## src/rtl/write_back_stage_n_if.sv

```systemverilog
// Bundles the MEM/WB next-instruction inputs, pipeline control and the
// register-file write port seen by the write-back stage.
interface write_back_stage_n_if #(
  parameter int unsigned DATA_W  = 32,
  parameter int unsigned NUM_SRC = 4,
  parameter int unsigned SEL_W   = 2,
  parameter int unsigned ADDR_W  = 6
);
  logic                      Stall;
  logic                      Flush;
  logic                      NextValid;
  logic [NUM_SRC*DATA_W-1:0] NextSrcData;
  logic [DATA_W-1:0]         NextSrcHi;
  logic [SEL_W-1:0]          NextDInSrc;
  logic                      NextRegWE;
  logic [ADDR_W-1:0]         NextRegWAddr;
  logic [1:0]                NextLdSize;
  logic                      NextLdSigned;
  logic [1:0]                NextByteOff;
  logic                      NextDouble;
  logic                      RegWBWE;
  logic [ADDR_W-1:0]         RegWBAddr;
  logic [DATA_W-1:0]         RegWBData;
  logic                      Busy;
  logic                      WBValid;

  modport master (
    output Stall, Flush, NextValid, NextSrcData, NextSrcHi, NextDInSrc, NextRegWE,
           NextRegWAddr, NextLdSize, NextLdSigned, NextByteOff, NextDouble,
    input  RegWBWE, RegWBAddr, RegWBData, Busy, WBValid
  );

  modport slave (
    input  Stall, Flush, NextValid, NextSrcData, NextSrcHi, NextDInSrc, NextRegWE,
           NextRegWAddr, NextLdSize, NextLdSigned, NextByteOff, NextDouble,
    output RegWBWE, RegWBAddr, RegWBData, Busy, WBValid
  );
endinterface

```

## src/rtl/write_back_stage_n.sv

```systemverilog
// Write-back stage: MEM/WB register, result select with big-endian load extraction,
// single-commit writes under stall, flush bubbles and two-cycle register-pair writes.
module write_back_stage_n #(
  parameter int unsigned DATA_W  = 32,
  parameter int unsigned NUM_SRC = 4,
  parameter int unsigned SEL_W   = 2,
  parameter int unsigned ADDR_W  = 6,
  parameter int unsigned MEM_SRC = 3
) (
  input logic               clk,
  input logic               reset,
  write_back_stage_n_if.slave wb
);

  typedef enum logic [0:0] {StIdle, StSecond} wbState_t;

  wbState_t                  stateQ, stateD;
  logic                      validQ, validD;
  logic                      weQ, weD;
  logic [NUM_SRC*DATA_W-1:0] srcDataQ, srcDataD;
  logic [DATA_W-1:0]         srcHiQ, srcHiD;
  logic [SEL_W-1:0]          dinSrcQ, dinSrcD;
  logic [ADDR_W-1:0]         addrQ, addrD;
  logic [1:0]                ldSizeQ, ldSizeD;
  logic                      ldSignedQ, ldSignedD;
  logic [1:0]                byteOffQ, byteOffD;
  logic                      doubleQ, doubleD;
  logic                      committedQ, committedD;

  logic              regWe, isPair, pairFirst, isLoad;
  logic [DATA_W-1:0] srcWord, loadWord;
  logic [1:0]        laneIdx;
  logic [7:0]        byteVal;
  logic [DATA_W/2-1:0] halfVal;

  assign regWe     = validQ & weQ & ~committedQ;
  assign isPair    = validQ & weQ & doubleQ;
  assign pairFirst = (stateQ == StIdle) & isPair & ~committedQ;
  assign isLoad    = (dinSrcQ == SEL_W'(MEM_SRC)) & ~doubleQ;

  always_ff @(posedge clk or negedge reset) begin
    if (!reset) begin
      stateQ     <= StIdle;
      validQ     <= 1'b0;
      weQ        <= 1'b0;
      srcDataQ   <= '0;
      srcHiQ     <= '0;
      dinSrcQ    <= '0;
      addrQ      <= '0;
      ldSizeQ    <= '0;
      ldSignedQ  <= 1'b0;
      byteOffQ   <= '0;
      doubleQ    <= 1'b0;
      committedQ <= 1'b0;
    end else begin
      stateQ     <= stateD;
      validQ     <= validD;
      weQ        <= weD;
      srcDataQ   <= srcDataD;
      srcHiQ     <= srcHiD;
      dinSrcQ    <= dinSrcD;
      addrQ      <= addrD;
      ldSizeQ    <= ldSizeD;
      ldSignedQ  <= ldSignedD;
      byteOffQ   <= byteOffD;
      doubleQ    <= doubleD;
      committedQ <= committedD;
    end
  end

  always_comb begin
    stateD     = stateQ;
    validD     = validQ;
    weD        = weQ;
    srcDataD   = srcDataQ;
    srcHiD     = srcHiQ;
    dinSrcD    = dinSrcQ;
    addrD      = addrQ;
    ldSizeD    = ldSizeQ;
    ldSignedD  = ldSignedQ;
    byteOffD   = byteOffQ;
    doubleD    = doubleQ;
    committedD = committedQ;
    if (pairFirst) begin
      // First half of a pair owns the stage; upstream inputs are ignored.
      stateD = StSecond;
    end else begin
      stateD = StIdle;
      if (wb.Flush) begin
        validD     = 1'b0;
        weD        = 1'b0;
        srcDataD   = '0;
        srcHiD     = '0;
        dinSrcD    = '0;
        addrD      = '0;
        ldSizeD    = '0;
        ldSignedD  = 1'b0;
        byteOffD   = '0;
        doubleD    = 1'b0;
        committedD = 1'b0;
      end else if (wb.Stall) begin
        // Held entry only ever writes once: remember that this cycle's write happened.
        committedD = committedQ | regWe;
      end else begin
        validD     = wb.NextValid;
        weD        = wb.NextRegWE;
        srcDataD   = wb.NextSrcData;
        srcHiD     = wb.NextSrcHi;
        dinSrcD    = wb.NextDInSrc;
        addrD      = wb.NextRegWAddr;
        ldSizeD    = wb.NextLdSize;
        ldSignedD  = wb.NextLdSigned;
        byteOffD   = wb.NextByteOff;
        doubleD    = wb.NextDouble;
        committedD = 1'b0;
      end
    end
  end

  // Out-of-range selects fall through to zero.
  always_comb begin
    srcWord = '0;
    for (int unsigned i = 0; i < NUM_SRC; i++) begin
      if (dinSrcQ == SEL_W'(i)) srcWord = srcDataQ[i*DATA_W +: DATA_W];
    end
  end

  // Big-endian lanes: offset 0 is the most significant byte/half.
  always_comb begin
    laneIdx  = 2'd3 - byteOffQ;
    byteVal  = 8'(srcWord >> {laneIdx, 3'b000});
    halfVal  = byteOffQ[1] ? srcWord[DATA_W/2-1:0] : srcWord[DATA_W-1 -: DATA_W/2];
    loadWord = srcWord;
    case (ldSizeQ)
      2'b10:   loadWord = {{(DATA_W-8){ldSignedQ & byteVal[7]}}, byteVal};
      2'b01:   loadWord = {{(DATA_W/2){ldSignedQ & halfVal[DATA_W/2-1]}}, halfVal};
      default: loadWord = srcWord;
    endcase
  end

  assign wb.RegWBWE   = regWe;
  assign wb.Busy      = pairFirst;
  assign wb.WBValid   = validQ;
  assign wb.RegWBAddr = isPair ? {addrQ[ADDR_W-1:1], ~pairFirst} : addrQ;
  assign wb.RegWBData = pairFirst ? srcHiQ : (isLoad ? loadWord : srcWord);

endmodule

```

## src/flat_wrapper.sv

```systemverilog
// flat-port wrapper written by rule: the top's interface ports become plain ports
module write_back_stage_n_flat 
#(
  parameter int unsigned DATA_W  = 32,
  parameter int unsigned NUM_SRC = 4,
  parameter int unsigned SEL_W   = 2,
  parameter int unsigned ADDR_W  = 6,
  parameter int unsigned MEM_SRC = 3
)
  (clk, reset, wb_Stall, wb_Flush, wb_NextValid, wb_NextSrcData, wb_NextSrcHi, wb_NextDInSrc, wb_NextRegWE, wb_NextRegWAddr, wb_NextLdSize, wb_NextLdSigned, wb_NextByteOff, wb_NextDouble, wb_RegWBWE, wb_RegWBAddr, wb_RegWBData, wb_Busy, wb_WBValid);
  write_back_stage_n_if #(.DATA_W(DATA_W), .NUM_SRC(NUM_SRC), .SEL_W(SEL_W), .ADDR_W(ADDR_W)) wb_i ();
  input logic clk;
  input logic reset;
  input wire logic [$bits(wb_i.Stall)-1:0] wb_Stall;
  input wire logic [$bits(wb_i.Flush)-1:0] wb_Flush;
  input wire logic [$bits(wb_i.NextValid)-1:0] wb_NextValid;
  input wire logic [$bits(wb_i.NextSrcData)-1:0] wb_NextSrcData;
  input wire logic [$bits(wb_i.NextSrcHi)-1:0] wb_NextSrcHi;
  input wire logic [$bits(wb_i.NextDInSrc)-1:0] wb_NextDInSrc;
  input wire logic [$bits(wb_i.NextRegWE)-1:0] wb_NextRegWE;
  input wire logic [$bits(wb_i.NextRegWAddr)-1:0] wb_NextRegWAddr;
  input wire logic [$bits(wb_i.NextLdSize)-1:0] wb_NextLdSize;
  input wire logic [$bits(wb_i.NextLdSigned)-1:0] wb_NextLdSigned;
  input wire logic [$bits(wb_i.NextByteOff)-1:0] wb_NextByteOff;
  input wire logic [$bits(wb_i.NextDouble)-1:0] wb_NextDouble;
  output wire logic [$bits(wb_i.RegWBWE)-1:0] wb_RegWBWE;
  output wire logic [$bits(wb_i.RegWBAddr)-1:0] wb_RegWBAddr;
  output wire logic [$bits(wb_i.RegWBData)-1:0] wb_RegWBData;
  output wire logic [$bits(wb_i.Busy)-1:0] wb_Busy;
  output wire logic [$bits(wb_i.WBValid)-1:0] wb_WBValid;
  assign wb_i.Stall = wb_Stall;
  assign wb_i.Flush = wb_Flush;
  assign wb_i.NextValid = wb_NextValid;
  assign wb_i.NextSrcData = wb_NextSrcData;
  assign wb_i.NextSrcHi = wb_NextSrcHi;
  assign wb_i.NextDInSrc = wb_NextDInSrc;
  assign wb_i.NextRegWE = wb_NextRegWE;
  assign wb_i.NextRegWAddr = wb_NextRegWAddr;
  assign wb_i.NextLdSize = wb_NextLdSize;
  assign wb_i.NextLdSigned = wb_NextLdSigned;
  assign wb_i.NextByteOff = wb_NextByteOff;
  assign wb_i.NextDouble = wb_NextDouble;
  assign wb_RegWBWE = wb_i.RegWBWE;
  assign wb_RegWBAddr = wb_i.RegWBAddr;
  assign wb_RegWBData = wb_i.RegWBData;
  assign wb_Busy = wb_i.Busy;
  assign wb_WBValid = wb_i.WBValid;
  write_back_stage_n #(.DATA_W(DATA_W), .NUM_SRC(NUM_SRC), .SEL_W(SEL_W), .ADDR_W(ADDR_W), .MEM_SRC(MEM_SRC)) u_core (.clk(clk), .reset(reset), .wb(wb_i));
endmodule
```

## config.mk

```make
export PLATFORM = sky130hd
export DESIGN_NAME = write_back_stage_n_flat
export DESIGN_NICKNAME = d
export VERILOG_FILES = /design/src/rtl/write_back_stage_n_if.sv /design/src/rtl/write_back_stage_n.sv /design/src/flat_wrapper.sv
export SDC_FILE = /design/constraint.sdc
export NUM_CORES = 1
export LEC_CHECK = 0
export CAP_MARGIN = 20
export CORE_UTILIZATION = 46
export CTS_CLUSTER_DIAMETER = 120
export DETAILED_ROUTE_END_ITERATION = 10
export PLACE_DENSITY = 0.83
export SYNTH_ARGS = -nofsm -noshare
export SYNTH_HDL_FRONTEND = slang
export SYNTH_SLANG_ARGS = --single-unit
```

## constraint.sdc

```tcl
create_clock -name clk -period 2.1 [get_ports clk]
set_input_delay 0.21 -clock clk [delete_from_list [all_inputs] [get_ports clk]]
set_output_delay 0.21 -clock clk [all_outputs]
set_load 0.01 [all_outputs]
```

[Word level (Yosys, flattened, before mapping)]
Cells that the tools add are included.
Storage, ports and cells
  word-level logic and storage cells: 67
  output and inout bits: 41
  register bits after elaboration: 178
  input bits: 180
Operators by class
  add/subtract/negate cells: 1
  shift-type cells: 1
  reductions and logical operators: 2
  equal/unequal tests: 6
  bitwise logic cells: 13
  mux-type cells: 32
Operator list (count)
  $mux 128: 2
  $mux 32: 8
  $pmux 32 s2: 1
  $shr 32x5->8: 1
  $mux 16: 1
  $mux 1: 12
  $mux 2: 6
  $mux 6: 2
  $and 1x1->1: 8
  $eq 2x2->1 const B: 3
  $eq 2x1->1 const B: 2
  $not 1->1: 4
  $logic_not 2->1: 1
  $ne 2x1->1 const B: 1
  $reduce_and 2->1: 1
  $sub 2x2->2 const A: 1
  $or 1x1->1: 1

[Logic depth before layout (Yosys ltp)]
  word-level depth: 10
  mapped depth: 9
  mapped depth without buffers: 7

[Worst setup path before layout]
No wires, ideal clock.
  path kind: flip-flop to output port
  start: register u_core.dinSrcQ[0]
  end: output port wb_RegWBData[0]
  setup slack: 0.060 ns
  data required time: 1.890 ns
  buffers on the path: 3
  cell stages (with the launch flop): 7
  data arrival time: 1.830 ns
  cell sequence: dfrtp_1 buf_6 buf_4 buf_4 mux4_2 nor3b_1 a221o_1
Between the ends
  word-level cells in the longest chain between the ends: 9
  elaborated cells between the ends (all ways): 14
  those cells by class: eq/ne: 3; shift: 1; mux: 8; bitwise: 1; reduce/logical: 1
RTL lines
  from (decl): RTL line write_back_stage_n.sv:22  | logic [SEL_W-1:0] dinSrcQ, dinSrcD;
  from (signal assigned): RTL line write_back_stage_n.sv:61  | dinSrcQ <= dinSrcD;
  $logic_not 2->1: RTL line write_back_stage_n.sv:124  | if (dinSrcQ == SEL_W'(i)) srcWord = srcDataQ[i*DATA_W +: DATA_W];
  $mux 32 (4 in a row): RTL line write_back_stage_n.sv:124
  $shr 32x5->8 or $mux 16 (tied branches): RTL line write_back_stage_n.sv:131, write_back_stage_n.sv:132
  $pmux 32 s2: RTL line write_back_stage_n.sv:134  | case (ldSizeQ)
  $mux 32 * (2 in a row): RTL line write_back_stage_n.sv:145  | assign wb.RegWBData = pairFirst ? srcHiQ : (isLoad ? loadWord : srcWord);
  to (decl): RTL line flat_wrapper.sv:28  | output wire logic [$bits(wb_i.RegWBData)-1:0] wb_RegWBData;
Mark *: on every way between the ends. The rest lies on a longest branch, timed or not.

[Final worst setup path]
  start: register u_core.dinSrcQ[0]
  end: output port wb_RegWBData[25]
Between the ends
  word-level cells in the longest chain between the ends: 10
  elaborated cells between the ends (all ways): 16
  those cells by class: eq/ne: 3; shift: 1; mux: 8; bitwise: 3; reduce/logical: 1
RTL lines (RTL line)
  $logic_not 2->1: write_back_stage_n.sv:124
  $mux 32 (4 in a row): write_back_stage_n.sv:124
  $shr 32x5->8 or $mux 16 (tied branches): write_back_stage_n.sv:131, write_back_stage_n.sv:132
  $and 1x1->1 (on tied branches): write_back_stage_n.sv:135, write_back_stage_n.sv:136
  $pmux 32 s2: write_back_stage_n.sv:134
  $mux 32 * (2 in a row): write_back_stage_n.sv:145
Marked as above.

==> impl_metrics.py <==
metrics = {
    "outcome": {
        "outcome": "complete, but fails checks",
        "violations": "setup timing",
    },
    "timing": {
        "timing.final.crit_share_pct": 133.9,
        "hold_violations": 0,
        "final-max-slew-violation-count": 0,
        "worstMarginPinSlew_ps": 467.8,
        "setup_viol": 32,
        "clock.fmax_ghz": 0.3557,
        "fin_crit_ps": 2812,
        "relSlewSlack_pct": 67.92,
        "clock_skew_ps": 7.256,
        "final.setup.worst_slack_ps": -711.7,
        "rsz0062_at_grt": "true",
        "fin_tns_setup_ps": -20680,
    },
    "floorplan": {
        "core_area_um2": 20170,
        "die_w_um": 145.3,
        "dieHeight_um": 145.3,
        "num_rows": 52,
        "io_pins": 221,
        "die_area_um2": 21120,
        "initial_core_util_pct": 46.85,
    },
    "clock_tree": {
        "numCtsBuffers": 17,
        "cts_tree": "done",
        "cts_max_level": 4,
        "cts_root_buf": "clkbuf_16",
        "path_clk_slew_ps": 70,
        "clock_latency_ps": 430,
        "cts_max_path_buffers": 2,
        "clock-sinks": 178,
    },
    "critical_path": {
        "crit_path_end_kind": "output pin",
        "worst-path-max-fanout": 6,
        "required_ps": 1890,
        "crit_type": "flop to output pin",
        "critPathLaunchType": "flop",
        "arrival_ps": 2600,
    },
    "min_path": {
        "hold_class": "input pin to asynchronous set/reset pin",
    },
    "power_and_ir_drop": {
        "p_seq_share_pct": 41.0,
        "p_leak_nw": 5.708,
        "power_frac_comb_pct": 22.9,
        "peakVddDrop_uv": 501.0,
        "power_frac_clock_pct": 36.1,
        "sw_frac_of_total_pct": 27.80,
        "p_int_w": 0.006830,
        "switchingPower_w": 0.002629,
        "p_per_area_nw_per_um2": 700.7,
    },
    "synthesis": {
        "synth_enable_flop_cells": 0,
        "synth.distinct_cells": 41,
        "synth-seq-cells": 178,
        "syn_avg_cell_area_um2": 9.192,
        "yosysWarnings": 0,
        "synthArstFlopShare_pct": 100.0,
        "ys.flop_type": "dfrtp_1",
        "synth.yosys.seq_area_share_pct": 47.14,
        "syn_area_um2": 9449,
        "synth_cells": 1028,
        "synth_nets": 1210,
    },
    "routing": {
        "drc": 0,
        "routed_wl_mm": 28.02,
        "wire_per_inst_um": 17.73,
        "drtIter0Drc": 580,
        "drt_pass1_iterations": 5,
        "vias_per_cell": 5.297,
        "vias": 8370,
        "ant_nets": 0,
    },
    "cells_and_area": {
        "layout_common_cells": "nand2_1 (198), clkdlybuf4s50_1 (184), nand2b_1 (182)",
        "design_area_um2": 13500,
        "nFillCells": 1603,
        "syn_to_final_growth_pct": 42.86,
        "antenna_cells": 0,
        "layout_commonest_cell": "nand2_1",
        "drive_gt1_share_pct": 21.22,
        "layout.nets": 1479,
    },
    "grt": {
        "grt_pass1_wl_mm": 44.53,
        "grt_pass1_vias": 8345,
        "track_usage_pct": 27.21,
        "gr-total-overflow": 0,
        "grt_max_degree": 177,
        "antenna_found_initial": 0,
    },
    "flow_run": {
        "maxCapViolations": 0,
    },
    "placement": {
        "pre_cts_ws_ps": -691.7,
        "gp_congestion": 0.9455,
        "dp_hpwl_mm": 20.26,
        "placed_area_um2": 12380,
        "io_buffer_count": 220,
    },
}
[path summary, 6_finish.rpt]
| path | start | endpoint | slack (ps) | cells past startpoint |
|---|---|---|---|---|
| max | u_core.dinSrcQ[0] | wb_RegWBData[25] | -710 | 8 |
| min | reset | u_core.addrQ[1] | 260 | 2 |
| max reg2reg | u_core.stateQ | u_core.srcDataQ[77] | 180 | 8 |
| min reg2reg | u_core.srcDataQ[83] | u_core.srcDataQ[83] | 480 | 2 |
| max in group asynchronous | reset | u_core.dinSrcQ[0] | 1080 | 3 |
| min in group clk | wb_Flush | u_core.committedQ | 280 | 3 |
[state kept, by name, summed over array words and instances, names as in the netlist]
signal             flops
u_core.ldSignedQ       1
u_core.weQ             1
u_core.doubleQ         1
u_core.byteOffQ        2
u_core.dinSrcQ         2
u_core.addrQ           6
u_core.srcDataQ      128
u_core.stateQ          1
u_core.srcHiQ         32
u_core.wb.WBValid      1
u_core.committedQ      1
u_core.ldSizeQ         2
[power by group through the flow]
stage / logic (W) / registers (W) / clock network [W]
floorplan: 0.000969 / 0.00386 / 0
global placement: 0.00197 / 0.00393 / 0
detailed placement: 0.00200 / 0.00394 / 0
CTS: 0.00210 / 0.00387 / 0.00344
global route: 0.00234 / 0.00390 / 0.00357
finish: 0.00216 / 0.00388 / 0.00341
[cell families after synthesis]
group | Yosys count | synth area share, %
DFF | 178 | 47.14
adders and majority gates | 2 | 0.2648
muxes | 61 | 8.832
buffers and inverters | 90 | 4.727
and+or+nand+nor | 433 | 22.91
AOI/OAI and AO/OA | 264 | 16.13
[synthesized netlist by cell type, drive strengths merged, types with 2 or more instances]
| master | instances | area (µm²) |
|---|---|---|
| mux4 | 16 | 360.4 |
| a22oi | 2 | 15.01 |
| o21ai | 176 | 880.9 |
| clkbuf | 47 | 176.4 |
| ha | 2 | 25.02 |
| a221oi | 6 | 52.55 |
| nor2 | 21 | 78.83 |
| o22ai | 14 | 87.58 |
| buf | 39 | 255.2 |
| a21oi | 23 | 115.1 |
| a221o | 8 | 80.08 |
| a211oi | 13 | 97.59 |
| nor3 | 2 | 10.01 |
| mux2i | 26 | 260.3 |
| a22o | 8 | 70.07 |
| a31oi | 3 | 25.02 |
| mux2 | 19 | 214.0 |
| nand2b | 184 | 1151 |
| nand3 | 2 | 15.01 |
| nor3b | 7 | 52.55 |
| and2 | 2 | 12.51 |
| nor2b | 5 | 31.28 |
| nand2 | 201 | 757.0 |
| inv | 3 | 11.26 |
| and3 | 7 | 43.79 |
| dfrtp | 178 | 4454 |
| o22a | 7 | 61.31 |
[area by class of cell]
type                    instances  area (µm²)  area share (%)
repair buffers                336        3132           23.20
clock inverters                12       170.2           1.261
flip-flops and latches        178        4459           33.03
inverters                       4       20.02          0.1483
well taps                     270       337.8           2.503
multi-input cells             760        4913           36.40
clock buffers                  20       466.7           3.457
[routing by layer]
metal  global-route usage (%)  wire [µm]  vias to the layer above  part of all wire, %
li1                         -          -                     4044                    -
met1                    37.78      12460                     3960                   44
met2                    42.64      13000                      325                   46
met3                    5.472       1945                       41                  6.9
met4                    9.421        613                        0                  2.2
met5                        0          0                        -                    0
[through the flow]
| step | hold WS, ps | cells | utilization [%] | power [W] |
|---|---|---|---|---|
| 2_1_floorplan | -85.59 | 1028 | - | 0.004828 |
| 3_3_place_gp | 153.5 | 1524 | 61.37 | 0.005895 |
| 3_5_place_dp | 159.2 | 1524 | 61.37 | 0.005936 |
| 4_1_cts | 269.1 | 1575 | 66.25 | 0.009412 |
| 5_1_grt | 297.3 | 1580 | 66.93 | 0.009815 |
| 6_report | 255.4 | 1580 | 66.93 | 0.009459 |
[worst max-delay path, stage by stage (launching register included)]
cell and delay, ps:
dfrtp_4 510, buf_12 150, mux4_2 440, or2_4 260, a2bb2oi_4 210, a31oi_4 160
buf_6 150, o22a_1 150, buf_2 140
[what timing repair did]
action                                  in CTS  in global routing
pin swaps                                   27                  8
resized for setup                          213                 15
endpoints found under the hold margin       42                  0
hold buffers                                 1                  0
buffers inserted                            18                  5
endpoints found under the setup margin      34                 34
(Power assumes the default switching activity.)
==> patch 1, RTL diff (config.mk and constraints unchanged) <==
Reset style: synchronous (`reset`), changed in one clocked block.
--- a/src/rtl/write_back_stage_n.sv
+++ b/src/rtl/write_back_stage_n.sv
@@ -38,7 +38,7 @@
   assign pairFirst = (stateQ == StIdle) & isPair & ~committedQ;
   assign isLoad    = (dinSrcQ == SEL_W'(MEM_SRC)) & ~doubleQ;
 
-  always_ff @(posedge clk or negedge reset) begin
+  always_ff @(posedge clk) begin
     if (!reset) begin
       stateQ     <= StIdle;
       validQ     <= 1'b0;
Function: differs if reset is asserted again (counterexample within 4 cycles, from zero or initial values and one cycle with reset low); with reset held inactive, the same outputs for 4 cycles.
==> patch 1 against the original RTL <==
  * The run still ends with negative setup slack left
  * Clock skew hardly changed
  * Largest power group unchanged
  * Synthesized cell count is 2.8% higher
  * Setup slack better by 130 ps
  * Synthesized area is 3.2% lower
  * Maximum frequency is 4.8% higher
  * Wire length is 14% higher
  * Die area is 3.2% lower
  * Sequential cell count stayed put
  * Combinational power is 29% lower
  * Critical endpoint is now wb_RegWBData[30]
  * Cell count stayed put
  * Power is 11% lower
  * Cell area is 0.67% lower
==> patch 1: results <==
export IMPL_status="finished with violations"
export IMPL_violations="negative setup slack"
export IMPL_finalSetupViolCount=32
export IMPL_num_fill_cells=1403
export IMPL_antenna_found_initial=1
export IMPL_crit_slowest_cell="dfxtp_4"
export IMPL_gp_congestion=0.977
export IMPL_synthMuxAreaShare_pct=8.96
export IMPL_critPathMaxFanout=8
export IMPL_syn_mean_instance_area_um2=8.65
export IMPL_grt_first_pass_wirelength_um=45400
export IMPL_use_met3_pct=6.47
export IMPL_drive_gt1_share_pct=22.5
export IMPL_async_flop_share_pct=0
export IMPL_post_place_ws_ps=-816
export IMPL_arrival_ps=2470
export IMPL_synth_compound_area_share_pct=20.7
export IMPL_final_setup_worst_slack_ps=-582
export IMPL_grtUsageMet2_pct=46.1
export IMPL_yosys_top_cells_area="dfxtp_1, a21boi_0, nand3b_1"
export IMPL_drt_iter0_drc=946
export IMPL_finalPower_mw=8.39
export IMPL_leakagePower_nw=4.88
export IMPL_synth_ff_type="dfxtp_1"
export IMPL_firstDrtPassIters=8
export IMPL_vdd_ir_drop_worst_uv=556
export IMPL_seq_area_um2=3570
export IMPL_p_sw_share_pct=27.2
export IMPL_use_met1_pct=38.7
export IMPL_sequentialPower_mw=3.63
export IMPL_dp_hpwl_um=20700
export IMPL_combPwrFrac_pct=18.3
export IMPL_grt_max_degree=178
export IMPL_via_per_inst=5.86
export IMPL_slew_headroom_pct=36.8
export IMPL_wl_per_cell_um=20.3
export IMPL_grt_pass1_vias=8444
export IMPL_max_stage_delay_ps=370
export IMPL_synth_fp_nets=1239
export IMPL_yosys_area_share_adder_pct=0.274
export IMPL_synth_cell_types=36
export IMPL_yosysSeqAreaShare_pct=39.0
export IMPL_cp_top_family="buffers and inverters"
==> patch 1: cell types whose count changed after synthesis, moves of 163 or more <==
cell      change
dfxtp_1     +178
o21ai_0     -163
dfrtp_1     -178
nand2b_1    -177
a21boi_0    +175
nand3b_1    +175
==> patch 1: final timing paths <==
check / start / end / slack, ps
setup / recovery: u_core.dinSrcQ[0] / wb_RegWBData[30] / -580
hold / removal: reset / u_core.doubleQ / 210
setup reg to reg: u_core.weQ / u_core.dinSrcQ[0] / 160
hold reg to reg: u_core.addrQ[5] / u_core.addrQ[5] / 460
==> patch 1: layout make-up <==
type,instances,share of cell area [%]
sequential,178,26.6
antenna,1,0.0187
clock buffer,18,3.28
timing repair buffer,328,24.2
tap,265,2.47
inverter,6,0.187
multi-input combinational,770,42.0
clock inverter,14,1.17
==> patch 1: per-layer routing <==
layer	routed length, um	part of all wire (%)	vias to the layer above
met3	3300	10	100
met4	1340	4.2	0
met5	0	0	-
li1	-	-	4204
met2	14800	46	543
met1	12700	39	4407
==> patch 1: through the flow <==
| stage | cell area (um2) | setup TNS (ps) |
|---|---|---|
| after CTS | 13000 | -16480 |
| after global routing | 13400 | -17430 |
| after global placement | 12100 | -61450 |
| final | 13400 | -16480 |
| after floorplan | 9150 | 0 |
| after detailed placement | 12100 | -65080 |
==> patch 1: what timing repair did <==
| action | CTS | global route |
|---|---|---|
| setup endpoints to repair | 209 | 166 |
| cloned | 4 | 2 |
| resized for setup | 207 | 72 |
| pin swaps | 8 | 19 |
| buffers inserted | 10 | 11 |
==> patch 1: worst register-to-register path, stage by stage, from the launching register on <==
cell and delay, ps:
dfxtp_2 360, nand3_1 110, or3_4 390, buf_4 220
nand2_4 110, buf_12 250, nand2_1 120, a21boi_0 260
==> patch 2, RTL diff (config.mk and constraints unchanged) <==
Without the edit above. `SEL_W` is set to 2 in 3 places; all go to 3.
--- a/src/rtl/write_back_stage_n_if.sv
+++ b/src/rtl/write_back_stage_n_if.sv
@@ -3,7 +3,7 @@
 interface write_back_stage_n_if #(
   parameter int unsigned DATA_W  = 32,
   parameter int unsigned NUM_SRC = 4,
-  parameter int unsigned SEL_W   = 2,
+  parameter int unsigned SEL_W   = 3,
   parameter int unsigned ADDR_W  = 6
 );
   logic                      Stall;
--- a/src/rtl/write_back_stage_n.sv
+++ b/src/rtl/write_back_stage_n.sv
@@ -3,7 +3,7 @@
 module write_back_stage_n #(
   parameter int unsigned DATA_W  = 32,
   parameter int unsigned NUM_SRC = 4,
-  parameter int unsigned SEL_W   = 2,
+  parameter int unsigned SEL_W   = 3,
   parameter int unsigned ADDR_W  = 6,
   parameter int unsigned MEM_SRC = 3
 ) (
--- a/src/flat_wrapper.sv
+++ b/src/flat_wrapper.sv
@@ -3,7 +3,7 @@
 #(
   parameter int unsigned DATA_W  = 32,
   parameter int unsigned NUM_SRC = 4,
-  parameter int unsigned SEL_W   = 2,
+  parameter int unsigned SEL_W   = 3,
   parameter int unsigned ADDR_W  = 6,
   parameter int unsigned MEM_SRC = 3
 )
Ports: changed (resized wb_NextDInSrc); port bits go from 221 to 222. The function was not compared with the original's and may differ.
==> patch 2 against the original RTL <==
  * The flow still finishes with violations (negative setup slack)
  * Setup slack worse by 420 ps
  * Maximum frequency decreased by 13%
  * First-iteration DRC count increased by 110%
  * Wire length is 58% higher
  * Cell area increased by 21%
  * Sequential cell count rose by 1
  * Synthesized area decreased by 1.1%
  * Cell count up 0.44%
  * Hold slack gained 60 ps
  * Power is 12% higher
  * Critical path type unchanged
  * Critical endpoint is now wb_RegWBData[10]
  * Largest cell class unchanged
  * Highest routed layer is now met5
==> patch 2: results <==
export IMPL_status="finished with violations"
export IMPL_violations="negative setup slack"
export IMPL_reg2reg_from="u_core.doubleQ"
export IMPL_wl_met3_um=5760
export IMPL_fin_skew_ps=14.2
export IMPL_dp_cells=1436
export IMPL_via_per_inst=6.38
export IMPL_highest_layer="met5"
export IMPL_crit_slowest_cell="nor4bb_1"
export IMPL_signal_buffers=391
export IMPL_yosysSeqAreaShare_pct=47.9
export IMPL_layout_cells_non_filler=1587
export IMPL_grt_total_usage_pct=33.1
export IMPL_drt_iter0_drc=1213
export IMPL_yosys_top_cells_area="dfrtp_1, nand2b_1, o21ai_0"
export IMPL_vdd_ir_drop_worst_uv=686
export IMPL_num_fill_cells=844
export IMPL_leakagePower_nw=7.80
export IMPL_use_met3_pct=6.79
export IMPL_internal_power_mw=7.30
export IMPL_dp_hpwl_um=19600
export IMPL_seq_area_um2=4480
export IMPL_r2r_cells=14
export IMPL_port_buffers=221
export IMPL_final_setup_worst_slack_ps=-1130
export IMPL_flops_and_latches=179
export IMPL_gp_congestion=0.949
export IMPL_clk_latency_ps=450
export IMPL_final_setup_tns_ps=-77220
export IMPL_wl_met2_um=19900
export IMPL_arrival_ps=3020
export IMPL_n_clock_buffer=22
export IMPL_synth_fp_nets=1166
export IMPL_finalSetupViolCount=205
export IMPL_multi_input_area_um2=6190
export IMPL_rrSetupSlack_ps=-400
export IMPL_antenna_found_initial=3
export IMPL_clock_cell_area_share_pct=3.73
export IMPL_grt_pass1_vias=9315
export IMPL_use_met1_pct=41.7
export IMPL_yosys_top_cells_count="nand2b_1, nand2_1, dfrtp_1"
export IMPL_cts_setup_buffers=66
export IMPL_max_stage_delay_ps=790
export IMPL_worstMarginPinSlew_ps=987
export IMPL_grtUsageMet2_pct=53.1
export IMPL_grt_first_pass_wirelength_um=51000
## patch 2: worst max path at each step
stage / startpoint / endpoint / slack, ps / cells past startpoint
after global routing: u_core.ldSizeQ[0] / wb_RegWBData[10] / -1170 / 9
after CTS: u_core.dinSrcQ[0] / wb_RegWBData[11] / -680 / 7
after global placement: u_core.dinSrcQ[0] / wb_RegWBData[31] / -860 / 6
final: u_core.ldSizeQ[0] / wb_RegWBData[10] / -1130 / 9
after floorplan: u_core.ldSizeQ[0] / wb_RegWBData[6] / -30 / 8
after detailed placement: u_core.dinSrcQ[0] / wb_RegWBData[31] / -940 / 6
## patch 2: per-stage QoR
| step | setup WS [ps] | total power, mW | area [um2] |
|---|---|---|---|
| 6_report | -1130 | 10.6 | 16300 |
| 5_1_grt | -1170 | 10.8 | 16300 |
| 4_1_cts | -681 | 9.61 | 14500 |
| 3_5_place_dp | -943 | 5.78 | 12000 |
| 3_3_place_gp | -856 | 5.73 | 12000 |
| 2_1_floorplan | -34.3 | 4.79 | 9360 |
## patch 2: cell families after synthesis
logic type / count (synthesis) / share of synthesized area (%)
simple gates: 416 / 22.7
compound gates: 244 / 15.5
flops: 179 / 47.9
buf+inv: 96 / 4.66
mux: 46 / 8.94
fa+ha+maj: 2 / 0.268
## patch 2: power groups by stage
stage | clock [mW] | sequential [mW] | combinational, mW
3_5_place_dp | 0 | 3.93 | 1.85
4_1_cts | 3.35 | 3.89 | 2.38
2_1_floorplan | 0 | 3.87 | 0.917
6_report | 3.46 | 4.03 | 3.07
5_1_grt | 3.56 | 4.03 | 3.17
3_3_place_gp | 0 | 3.92 | 1.81
